==> config.mk <==
export PLATFORM = sky130hd
export DESIGN_NAME = block_scheduler
export DESIGN_NICKNAME = d
export VERILOG_FILES = /design/src/rtl/block_scheduler.sv
export SDC_FILE = /design/constraint.sdc
export NUM_CORES = 1
export LEC_CHECK = 0
export ABC_AREA = 1
export BUFFER_PORTS_ARGS = -buffer_cell sky130_fd_sc_hd__buf_2
export CORE_ASPECT_RATIO = 0.8
export CORE_MARGIN = 2
export CORE_UTILIZATION = 36
export CTS_CLUSTER_DIAMETER = 80
export DETAILED_ROUTE_END_ITERATION = 10
export GPL_TIMING_DRIVEN = 1
export PLACE_DENSITY = 0.52
export SYNTH_ARGS = -nofsm -noshare
export SYNTH_HDL_FRONTEND = slang
export SYNTH_SLANG_ARGS = --single-unit
==> constraint.sdc <==
create_clock -name i_Clock -period 2.5 [get_ports i_Clock]
set_input_delay 0.25 -clock i_Clock [delete_from_list [all_inputs] [get_ports i_Clock]]
set_output_delay 0.25 -clock i_Clock [all_outputs]
set_load 0.01 [all_outputs]
==> src/rtl/block_scheduler.sv <==
// Row-major block-grid job dispatcher: walks every (i, j) block of a mu x mu
// grid, hands each to the lowest free compute unit and counts results back.
module block_scheduler #(
  parameter int N_CU        = 4,
  parameter int index_width = 8,
  parameter int max_mu_log  = 8
) (
  input  logic                          i_Clock,
  input  logic                          i_Reset,
  input  logic                          i_Start,
  input  logic [max_mu_log-1:0]         i_mu,
  output logic [max_mu_log-1:0]         o_mu,
  output logic [N_CU-1:0]               o_Indexes_Ready,
  output logic [N_CU*index_width-1:0]   o_Row_Index,
  output logic [N_CU*index_width-1:0]   o_Column_Index,
  input  logic [N_CU-1:0]               i_Indexes_Received,
  input  logic [N_CU-1:0]               i_Result_Ready,
  output logic                          o_Busy,
  output logic                          o_Done,
  output logic [2*max_mu_log-1:0]       o_Jobs_Completed
);

  localparam int TW = 2 * max_mu_log;
  localparam int CW = (index_width > max_mu_log) ? index_width : max_mu_log;

  typedef enum logic [1:0] {S_IDLE = 2'd0, S_RUN = 2'd1, S_DRAIN = 2'd2, S_DONE = 2'd3} state_t;
  typedef enum logic [1:0] {SLOT_FREE = 2'd0, SLOT_OFFERED = 2'd1, SLOT_BUSY = 2'd2} slot_t;

  state_t                      state_r, state_s;
  slot_t                       slot_r [N_CU];
  logic [max_mu_log-1:0]       mu_r;
  logic [TW-1:0]               total_r, issued_r, jobs_r, finish_cnt_s;
  logic [index_width-1:0]      row_r, col_r;
  logic [N_CU-1:0]             ready_r, grant_s, free_s, finish_s;
  logic [N_CU*index_width-1:0] row_bus_r, col_bus_r;
  logic                        busy_r, done_r, all_free_s, offer_s, col_wrap_s, found_s, start_s;

  assign o_mu             = mu_r;
  assign o_Indexes_Ready  = ready_r;
  assign o_Row_Index      = row_bus_r;
  assign o_Column_Index   = col_bus_r;
  assign o_Busy           = busy_r;
  assign o_Done           = done_r;
  assign o_Jobs_Completed = jobs_r;

  assign start_s    = (state_r == S_IDLE) && i_Start;
  assign col_wrap_s = (CW'(col_r) == CW'(mu_r - max_mu_log'(1)));

  // Slot status decode and per-edge completion count
  always_comb begin
    free_s       = {N_CU{1'b0}};
    finish_s     = {N_CU{1'b0}};
    finish_cnt_s = {TW{1'b0}};
    for (int n = 0; n < N_CU; n++) begin
      free_s[n]    = (slot_r[n] == SLOT_FREE);
      finish_s[n]  = (slot_r[n] == SLOT_BUSY) && i_Result_Ready[n];
      finish_cnt_s = finish_cnt_s + TW'(finish_s[n]);
    end
    all_free_s = &free_s;
  end

  // Lowest-numbered free slot wins the single offer of this edge
  always_comb begin
    grant_s = {N_CU{1'b0}};
    found_s = 1'b0;
    offer_s = (state_r == S_RUN) && (issued_r != total_r) && (|free_s);
    for (int n = 0; n < N_CU; n++) begin
      grant_s[n] = offer_s && free_s[n] && !found_s;
      found_s    = found_s || free_s[n];
    end
  end

  // Top FSM next-state
  always_comb begin
    state_s = state_r;
    case (state_r)
      S_IDLE:  if (i_Start) state_s = S_RUN; else state_s = S_IDLE;
      S_RUN:   if (issued_r == total_r) state_s = S_DRAIN; else state_s = S_RUN;
      S_DRAIN: if (all_free_s) state_s = S_DONE; else state_s = S_DRAIN;
      S_DONE:  state_s = S_IDLE;
      default: state_s = S_IDLE;
    endcase
  end

  // Top FSM state register
  always_ff @(posedge i_Clock or negedge i_Reset) begin
    if (!i_Reset) state_r <= S_IDLE;
    else          state_r <= state_s;
  end

  // Run bookkeeping: latched mu, index walk, issue and completion counters
  always_ff @(posedge i_Clock or negedge i_Reset) begin
    if (!i_Reset) begin
      mu_r     <= {max_mu_log{1'b0}};
      total_r  <= {TW{1'b0}};
      issued_r <= {TW{1'b0}};
      jobs_r   <= {TW{1'b0}};
      row_r    <= {index_width{1'b0}};
      col_r    <= {index_width{1'b0}};
      busy_r   <= 1'b0;
      done_r   <= 1'b0;
    end else begin
      busy_r <= (state_s == S_RUN) || (state_s == S_DRAIN);
      done_r <= (state_s == S_DONE);
      if (start_s) begin
        mu_r     <= i_mu;
        total_r  <= TW'(i_mu) * TW'(i_mu);
        issued_r <= {TW{1'b0}};
        jobs_r   <= {TW{1'b0}};
        row_r    <= {index_width{1'b0}};
        col_r    <= {index_width{1'b0}};
      end else begin
        jobs_r <= jobs_r + finish_cnt_s;
        if (offer_s) begin
          issued_r <= issued_r + TW'(1);
          if (col_wrap_s) begin
            col_r <= {index_width{1'b0}};
            row_r <= row_r + index_width'(1);
          end else begin
            col_r <= col_r + index_width'(1);
          end
        end
      end
    end
  end

  // Per-CU slot state; index buses hold until the next offer to that slot
  always_ff @(posedge i_Clock or negedge i_Reset) begin
    if (!i_Reset) begin
      for (int n = 0; n < N_CU; n++) slot_r[n] <= SLOT_FREE;
      ready_r   <= {N_CU{1'b0}};
      row_bus_r <= {(N_CU*index_width){1'b0}};
      col_bus_r <= {(N_CU*index_width){1'b0}};
    end else begin
      for (int n = 0; n < N_CU; n++) begin
        case (slot_r[n])
          SLOT_FREE: begin
            if (grant_s[n]) begin
              slot_r[n]                             <= SLOT_OFFERED;
              ready_r[n]                            <= 1'b1;
              row_bus_r[n*index_width +: index_width] <= row_r;
              col_bus_r[n*index_width +: index_width] <= col_r;
            end
          end
          SLOT_OFFERED: begin
            if (i_Indexes_Received[n]) begin
              slot_r[n]  <= SLOT_BUSY;
              ready_r[n] <= 1'b0;
            end
          end
          SLOT_BUSY: begin
            if (i_Result_Ready[n]) slot_r[n] <= SLOT_FREE;
          end
          default: begin
            slot_r[n]  <= SLOT_FREE;
            ready_r[n] <= 1'b0;
          end
        endcase
      end
    end
  end

endmodule

**After elaboration in Yosys (flattened, before gate mapping)**

Index checks and enable logic that the tools add are counted.
W data, S select, Z words.

- ROM bits: 0
- Memories kept: 0
- Input port bits: 19
- Flip-flop bits (word level): 152
- Word-level logic and storage cells: 150
- Bits in latches: 0
- Output and inout bits: 94
- RAM bits: 0

- Magnitude comparators: 0
- Bitwise logic cells: 4
- Equality and inequality tests: 29
- Multiplexer cells: 41
- $mul: 1
- Shifts and indexed selects: 0
- Add/sub/neg operators: 8
- Div/mod/pow operators: 0
- Reduce and logical (&&, ||, !) cells: 42

Operator list:

| kind | number |
|---|---|
| $mux W16 | 3 |
| $mux W8 | 6 |
| $mux W2 | 13 |
| $ne A2 B2 Y1 const B | 12 |
| $pmux W2 S3 | 4 |
| $reduce_and A3 Y1 | 8 |
| $add A16 B1 Y16 const B | 1 |
| $add A16 B4 Y16 | 1 |
| $add A8 B1 Y8 const B | 2 |
| $eq A16 B16 Y1 | 1 |
| $eq A2 B2 Y1 const B | 8 |
| $mul A8 B8 Y16 | 1 |
| $ne A16 B16 Y1 | 1 |
| $logic_and A1 B1 Y1 | 14 |
| $eq A2 B1 Y1 const B | 6 |
| $pmux W1 S3 | 4 |
| $logic_not A2 Y1 | 5 |
| $mux W1 | 10 |
| $reduce_and A2 Y1 | 5 |
| $eq A8 B8 Y1 | 1 |
| $pmux W2 S4 | 1 |
| $sub A8 B1 Y8 const B | 1 |
| $add A3 B1 Y4 | 1 |
| $not A1 Y1 | 4 |
| other kinds (7) | 12 |

**Longest topological paths before layout**

Gate-level depths: netlist (run 1).

- Depth after elaboration: 7
- Depth in mapped cells: 19
- Gate-level depth less buffers: 18

**Least setup slack after synthesis (run 1)**

No wires, ideal clock.

- Kind: input -> register
- From: in i_mu[7]
- To: reg total_r[13]
- Stages: 16
- Slack: -1543 ps
- Path buffers: 1
- Arrival time: 3960 ps
- Cell sequence: clkbuf_1 nand2_1 fa_1 inv_1 fa_1 fa_1 inv_1 fa_1 inv_1 ha_1 nand2_1 or2_2 nand3_1 a21oi_1 xor2_1 o21ai_0

- Longest elaborated chain between the ends: 1

Ends and longest elaborated chain:

| item | RTL line | source |
|---|---|---|
| from (decl) | 11 | `input logic [max_mu_log-1:0] i_mu,` |
| $mul A8 B8 Y16 | 107 | `total_r <= TW'(i_mu) * TW'(i_mu);` |
| to (signal assigned) | 95 | `total_r <= {TW{1'b0}};` |
| to (signal assigned) | 107 |  |
| to (decl) | 32 | `logic [TW-1:0] total_r, issued_r, jobs_r, finish_cnt_s;` |

No other way between the ends.
A chain may end at the register's enable or synchronous reset.

**Worst setup path in the final report (run 1)**

- From: in i_mu[3]
- To: reg total_r[13]

The elaborated chain is that of the path after synthesis.

==> metrics.cfg, run 1 <==
[timing]
setup_viol=20
rsz0062_at_grt=yes
tightestPinTransition_ps=563
max_slew_margin=0.622
fmax_mhz=315
skew_ps=18.4
maxSlewViolCount=0
finalHoldViolations=0
layout_setup_ws_ps=-677
tns_ps=-6680
fin_crit_sh=1.27
min_period_ps=3180

[setup_path]
r2r_start=slot_r[2]
r2r_end=o_Jobs_Completed[12]
crit_path_end=total_r[13]
path_class=primary input to flip-flop
critPathArrivalTime_ps=3470
critPathLaunchType=primary input
cp-startpoint=i_mu[3]
rrSetupSlack_ps=-240
cp.required_ps=2790
crit_fanout=4
ff2ff_path_depth=16
critPathCaptureType=flip-flop

[placement]
routabilityCongestion=0.832
placed_area_um2=10200
place_ws_ps=-1240
port_buffers=112
dp_hpwl_um=15900

[synthesis]
synth_edf_count=0
ys_types=42
synth-warning-count=0
syn_inst=1067
synth-main-ff-cell=dfrtp_1
ys_seq_elements=150
synth_area_um2=8730
avgSynthCellArea_um2=8.18
synthArstFlopShare=1.00
ys_seq_area_frac=0.430

[status]
status=complete, but fails checks
violations=negative setup slack

[die]
initial_core_util=0.370
dieArea_um2=25500
core_area_um2=23600
die_w_um=178
num_rows=50
num_io_pins=113
fp.dieH_um=143

[pwr]
p_total_mw=13.4
peakVddDrop_mv=0.646
seqPwrFrac=0.311
combPwrFrac=0.488
power.internal_mw=7.60
p_clk_frac=0.201
powerDensity_nw_per_um2=1170
switching_share=0.434
p_leak_nw=5.96
switching_power_mw=5.83

[clock_tree]
clkSinkCount=150
cts.path.max_buffers=2
cts.htree.levels=4
cts_buffers=17
cts_tree=built
cts.root.buffer_cell=clkbuf_16
clkLatencyLatePin_ps=430
clkTransAtPathRegs_ps=70

[flow_run]
drv_cap=0

[global_routing]
grt_use_total=0.181
grt_pass1_vias=7342
grt_max_degree=61
grt_antenna_before_repair=0
grt_first_pass_wirelength_um=36700
overflow=0

[routing]
dr.pass1.iters=5
viasPerCell=4.69
drc=0
wirelength_um=22000
wl_per_cell_um=13.8
ant_nets=0
vias=7440
drt_iter0_drc=371

[finish]
multi_input_area_um2=4630
drive_above_1_share=0.294
postLayoutCellArea_um2=11500
register_area_um2=3750
diodes=0
fillers=2290
fin_nets=1342
final_common_cell=nand2_1
final_cell_mix=nand2_1, dfrtp_1, inv_1
area_delta_synth_final_pct=31.2

[worst_hold_path]
hold_path_class=primary input to flip-flop

==> routing by layer <==
layer	GRT usage	wire (um)	part of all wire	vias to the layer above
met5	0	0	0	-
met3	0.0357	1020	0.046	13
li1	-	-	-	3770
met4	0.0384	186	0.0085	0
met2	0.280	9570	0.44	132
met1	0.264	11200	0.51	3525
==> kinds of logic (layout without fill, tap and decap cells) <==
logic type                 count (synthesis)  count (layout)  share of synthesized area
DFF                                      150             150                      0.430
AOI/OAI and AO/OA                        153             153                     0.0964
xor gates and xnor gates                  37              37                     0.0371
other                                      1               2                   0.000429
adders and majority gates                 61              61                      0.111
buffers and inverters                    193             400                     0.0916
and+or+nand+nor                          472             472                      0.233
==> flip-flops by register name, indices dropped and copies added, names as in the netlist <==
| register | cells |
|---|---|
| row_r | 8 |
| o_Jobs_Completed | 16 |
| o_mu | 8 |
| o_Indexes_Ready | 4 |
| state_r | 2 |
| o_Done | 1 |
| o_Column_Index | 32 |
| total_r | 14 |
| o_Busy | 1 |
| o_Row_Index | 32 |
| slot_r | 8 |
| col_r | 8 |
| issued_r | 16 |
==> worst min-delay path by stage <==
stage,end,startpoint,cells after the start,slack (ps)
6_report,slot_r[4],i_Indexes_Received[1],2,20
2_1_floorplan,col_r[0],i_Reset,0,-50
3_5_place_dp,o_Column_Index[10],i_Reset,1,270
3_3_place_gp,o_Column_Index[10],i_Reset,1,270
4_1_cts,slot_r[4],i_Indexes_Received[1],2,8
5_1_grt,slot_r[5],i_Result_Ready[1],2,20
==> power by group through the flow <==
stage	clock network, mW	registers, mW	logic, mW
after floorplan	0	4.34	3.90
after global placement	0	4.18	5.97
after detailed placement	0	4.18	6.05
after CTS	2.75	4.16	6.44
after global routing	2.84	4.31	7.49
final	2.70	4.18	6.56
==> synthesized netlist by cell type, types with 2 or more instances <==
master / n / area, um^2
nor2_1: 69 / 259
buf_4: 2 / 15.0
buf_2: 7 / 35.0
o21bai_1: 2 / 15.0
nand3b_1: 3 / 22.5
o21ai_2: 9 / 78.8
o31ai_1: 5 / 37.5
xnor2_1: 10 / 87.6
clkbuf_1: 17 / 63.8
ha_1: 33 / 413
inv_1: 146 / 548
inv_2: 11 / 41.3
fa_1: 28 / 561
nand3_2: 3 / 30.0
nand2_8: 2 / 40.0
xor2_1: 27 / 236
nand3_1: 53 / 265
nand2_1: 296 / 1110
nor3_1: 17 / 85.1
buf_6: 7 / 78.8
nand2_2: 3 / 18.8
o22ai_1: 3 / 18.8
nor2_4: 3 / 33.8
a21oi_1: 26 / 130
nand2_4: 3 / 33.8
o21ai_1: 34 / 170
or2_2: 3 / 18.8
a21oi_2: 2 / 17.5
dfrtp_1: 150 / 3750
nor4_1: 3 / 18.8
nand4_1: 12 / 75.1
o21ai_0: 68 / 340
==> cell type report <==
type	count	area share
Clock buffer	17	0.0371
Tap cell	312	0.0341
Multi-Input combinational cell	725	0.404
Sequential cell	150	0.328
Clock inverter	15	0.0163
Inverter	159	0.0527
Timing Repair Buffer	209	0.128
==> stage by stage <==
step                cells  utilization  hold slack (ps)
floorplan            1068            -            -45.6
global placement     1534        0.432              273
detailed placement   1534        0.432              271
CTS                  1580        0.475             8.49
global route         1587        0.486             19.4
finish               1587        0.486             23.4
==> worst max-delay path, stage by stage <==
cell and delay [ps]:
buf_12 110, nand2_4 60, inv_4 40, fa_1 500, fa_1 540, inv_1 50
fa_2 520, fa_1 420, inv_2 80, ha_4 210, a21oi_2 130, or2_4 130
nand3_4 80, a21oi_2 140, xor2_1 140, o21ai_1 70
==> timing repair <==
action | in CTS | in global routing
endpoints found under the setup margin | 20 | 23
pin swaps | 45 | 31
endpoints found under the hold margin | 56 | 0
setup buffers | 15 | 14
hold buffers | 1 | 0
resized for setup | 93 | 50
(Power assumes the default switching activity.)
==> run 2, diff against run 1 <==
--- a/config.mk
+++ b/config.mk
@@ -14,6 +14,7 @@
 export DETAILED_ROUTE_END_ITERATION = 10
 export GPL_TIMING_DRIVEN = 1
 export PLACE_DENSITY = 0.52
+export SETUP_SLACK_MARGIN = 0.5
 export SYNTH_ARGS = -nofsm -noshare
 export SYNTH_HDL_FRONTEND = slang
 export SYNTH_SLANG_ARGS = --single-unit
==> metrics.cfg, run 2 (synthesis results as in run 1) <==
[timing]
max_slew_margin=0.619  ; was 0.622
tightestPinTransition_ps=571  ; was 563 ps
setup_viol=21  ; was 20
fin_crit_sh=1.28  ; was 1.27
rsz0062_at_grt=yes  ; unchanged
fmax_mhz=312  ; was 315 MHz
maxSlewViolCount=0  ; unchanged
layout_setup_ws_ps=-709  ; was -677 ps
skew_ps=17.6  ; was 18.4 ps
min_period_ps=3210  ; was 3180 ps
finalHoldViolations=0  ; unchanged
tns_ps=-6480  ; was -6680 ps

[die]
fp.dieH_um=143  ; unchanged
initial_core_util=0.370  ; unchanged
dieArea_um2=25500  ; unchanged
die_w_um=178  ; unchanged
num_rows=50  ; unchanged
num_io_pins=113  ; unchanged
core_area_um2=23600  ; unchanged

[global_routing]
grt_use_total=0.177  ; was 0.181
grt_pass1_vias=7131  ; was 7,342
grt_antenna_before_repair=0  ; unchanged
grt_first_pass_wirelength_um=36000  ; was 36,700 um
grt_max_degree=60  ; was 61
overflow=0  ; unchanged

[setup_path]
path_buf_inv=4  ; unchanged
critPathArrivalTime_ps=3490  ; was 3470 ps
crit_fanout=5  ; was 4
path_delay_family=adder cells  ; unchanged
path_class=primary input to flip-flop  ; unchanged
slowest_stage=fa_1  ; unchanged
cp.required_ps=2780  ; was 2790 ps
critPathCaptureType=flip-flop  ; unchanged
path_cells=buf_8, nand2_4, fa_1, inv_2, fa_1, fa_1, inv_1, fa_1, inv_2, ha_4, a21oi_2, o21a_1, nand2_2, a21oi_2, xor2_1, o21ai_0  ; was buf_12, nand2_4, inv_4, fa_1, fa_1, inv_1, fa_2, fa_1, inv_2, ha_4, a21oi_2, or2_4, nand3_4, a21oi_2, xor2_1, o21ai_1
crit_path_max_incr_delay_ps=560  ; was 540 ps
critPathLaunchType=primary input  ; unchanged
cp-startpoint=i_mu[5]  ; was i_mu[3]
path_common_cell=fa_1  ; unchanged
r2r_start=slot_r[7]  ; was slot_r[2]

[finish]
postLayoutCellArea_um2=11700  ; was 11,500 um^2
fillers=2333  ; was 2,290
area_delta_synth_final_pct=34.1  ; was 31.2%
drive_above_1_share=0.321  ; was 0.294
final_common_cell=nand2_1  ; unchanged
diodes=0  ; unchanged
final_cell_mix=nand2_1, dfrtp_1, inv_1  ; unchanged
fin_nets=1369  ; was 1,342

[placement]
dp_hpwl_um=15900  ; about the same
routabilityCongestion=0.836  ; was 0.832
port_buffers=112  ; unchanged
placed_area_um2=10200  ; about the same

[routing]
wl_met1_um=11300  ; was 11,200 um
drt_iter0_drc=396  ; was 371
met2_length_um=9770  ; was 9570 um
wl_per_cell_um=13.7  ; was 13.8 um
dr.pass1.iters=5  ; unchanged
wirelength_um=22100  ; was 22,000 um
viasPerCell=4.65  ; was 4.69
ant_nets=0  ; unchanged
top_layer=met4  ; unchanged
vias=7511  ; was 7,440
drc=0  ; unchanged
met3_length_um=937  ; was 1020 um

[pwr]
peakVddDrop_mv=0.573  ; was 0.646 mV
p_total_mw=13.6  ; was 13.4 mW
powerDensity_nw_per_um2=1160  ; was 1170 nW/um^2
p_leak_nw=6.07  ; was 5.96 nW

[clock_tree]
cts_tree=built  ; unchanged
clkLatencyLatePin_ps=430  ; about the same
cts_buffers=17  ; unchanged
clkTransAtPathRegs_ps=70  ; about the same
cts.path.max_buffers=2  ; unchanged
clkSinkCount=150  ; unchanged
cts.root.buffer_cell=clkbuf_16  ; unchanged
cts.htree.levels=4  ; unchanged

[worst_hold_path]
hp-start=i_Result_Ready[1]  ; was i_Indexes_Received[1]
hold_path_class=primary input to flip-flop  ; unchanged

[flow_run]
drv_cap=0  ; unchanged

[status]
status=complete, but fails checks  ; unchanged
violations=negative setup slack  ; unchanged

-- run 2: what timing repair did --
item	in CTS	in global routing
endpoints found under the hold margin	56	0
gates cloned	0	3
resized for setup	87	65
hold buffers	1	0
pin swaps	29	46
setup buffers	16	23
setup endpoints to repair	66	119
-- run 2: per-stage QoR --
stage / util / worst slack [ps] / std cells / hold slack (ps)
floorplan: - / -1050 / 1068 / -45.6
global placement: 0.434 / -1210 / 1539 / 266
detailed placement: 0.434 / -1260 / 1539 / 268
CTS: 0.476 / -694 / 1588 / 11.5
global route: 0.497 / -881 / 1614 / 39.2
finish: 0.497 / -709 / 1614 / 29.4
-- run 2: worst reg2reg max path, cell delays in order, from the launching register on --
cell     delay (ps)
dfrtp_1         400
nand2_4          90
nor2_4           40
fa_1            500
inv_1            50
fa_2            330
inv_2            80
fa_2            210
nand3_2          90
nor2_2          120
nand2_1          70
nor2_2          110
nand4_1         110
buf_4           170
inv_2            50
nand2_2          50
a21oi_2         140
-- run 2: report_power, final --
group / internal [mW] / total, mW / switching (mW)
combinational: 2.93 / 6.86 / 3.93
clock: 1.40 / 2.54 / 1.13
sequential: 3.39 / 4.21 / 0.816
total: 7.73 / 13.6 / 5.88
-- run 2: worst paths after layout --
path	depth (start not counted)	end	slack (ps)
worst max-delay path	16	total_r[12]	-710
min in group asynchronous	2	o_Column_Index[10]	350
worst max register to register	16	o_Jobs_Completed[12]	-170
worst min register to register	2	o_Indexes_Ready[3]	470
worst min-delay path	2	slot_r[5]	30
max in group asynchronous	3	issued_r[8]	1380
-- run 2: layer usage --
metal,up-vias,global-route usage
met1,3557,0.263
met2,124,0.270
met4,0,0.0362
li1,3817,-
met3,13,0.0310
met5,-,0
-- run 2: final cells by class --
type	count	area (um^2)	share of cell area
clock inverter	14	141	0.0121
tap	312	390	0.0333
sequential	150	3760	0.321
inverter	159	607	0.0518
multi-input combinational	728	4720	0.403
timing repair buffer	233	1670	0.143
clock buffer	18	429	0.0366
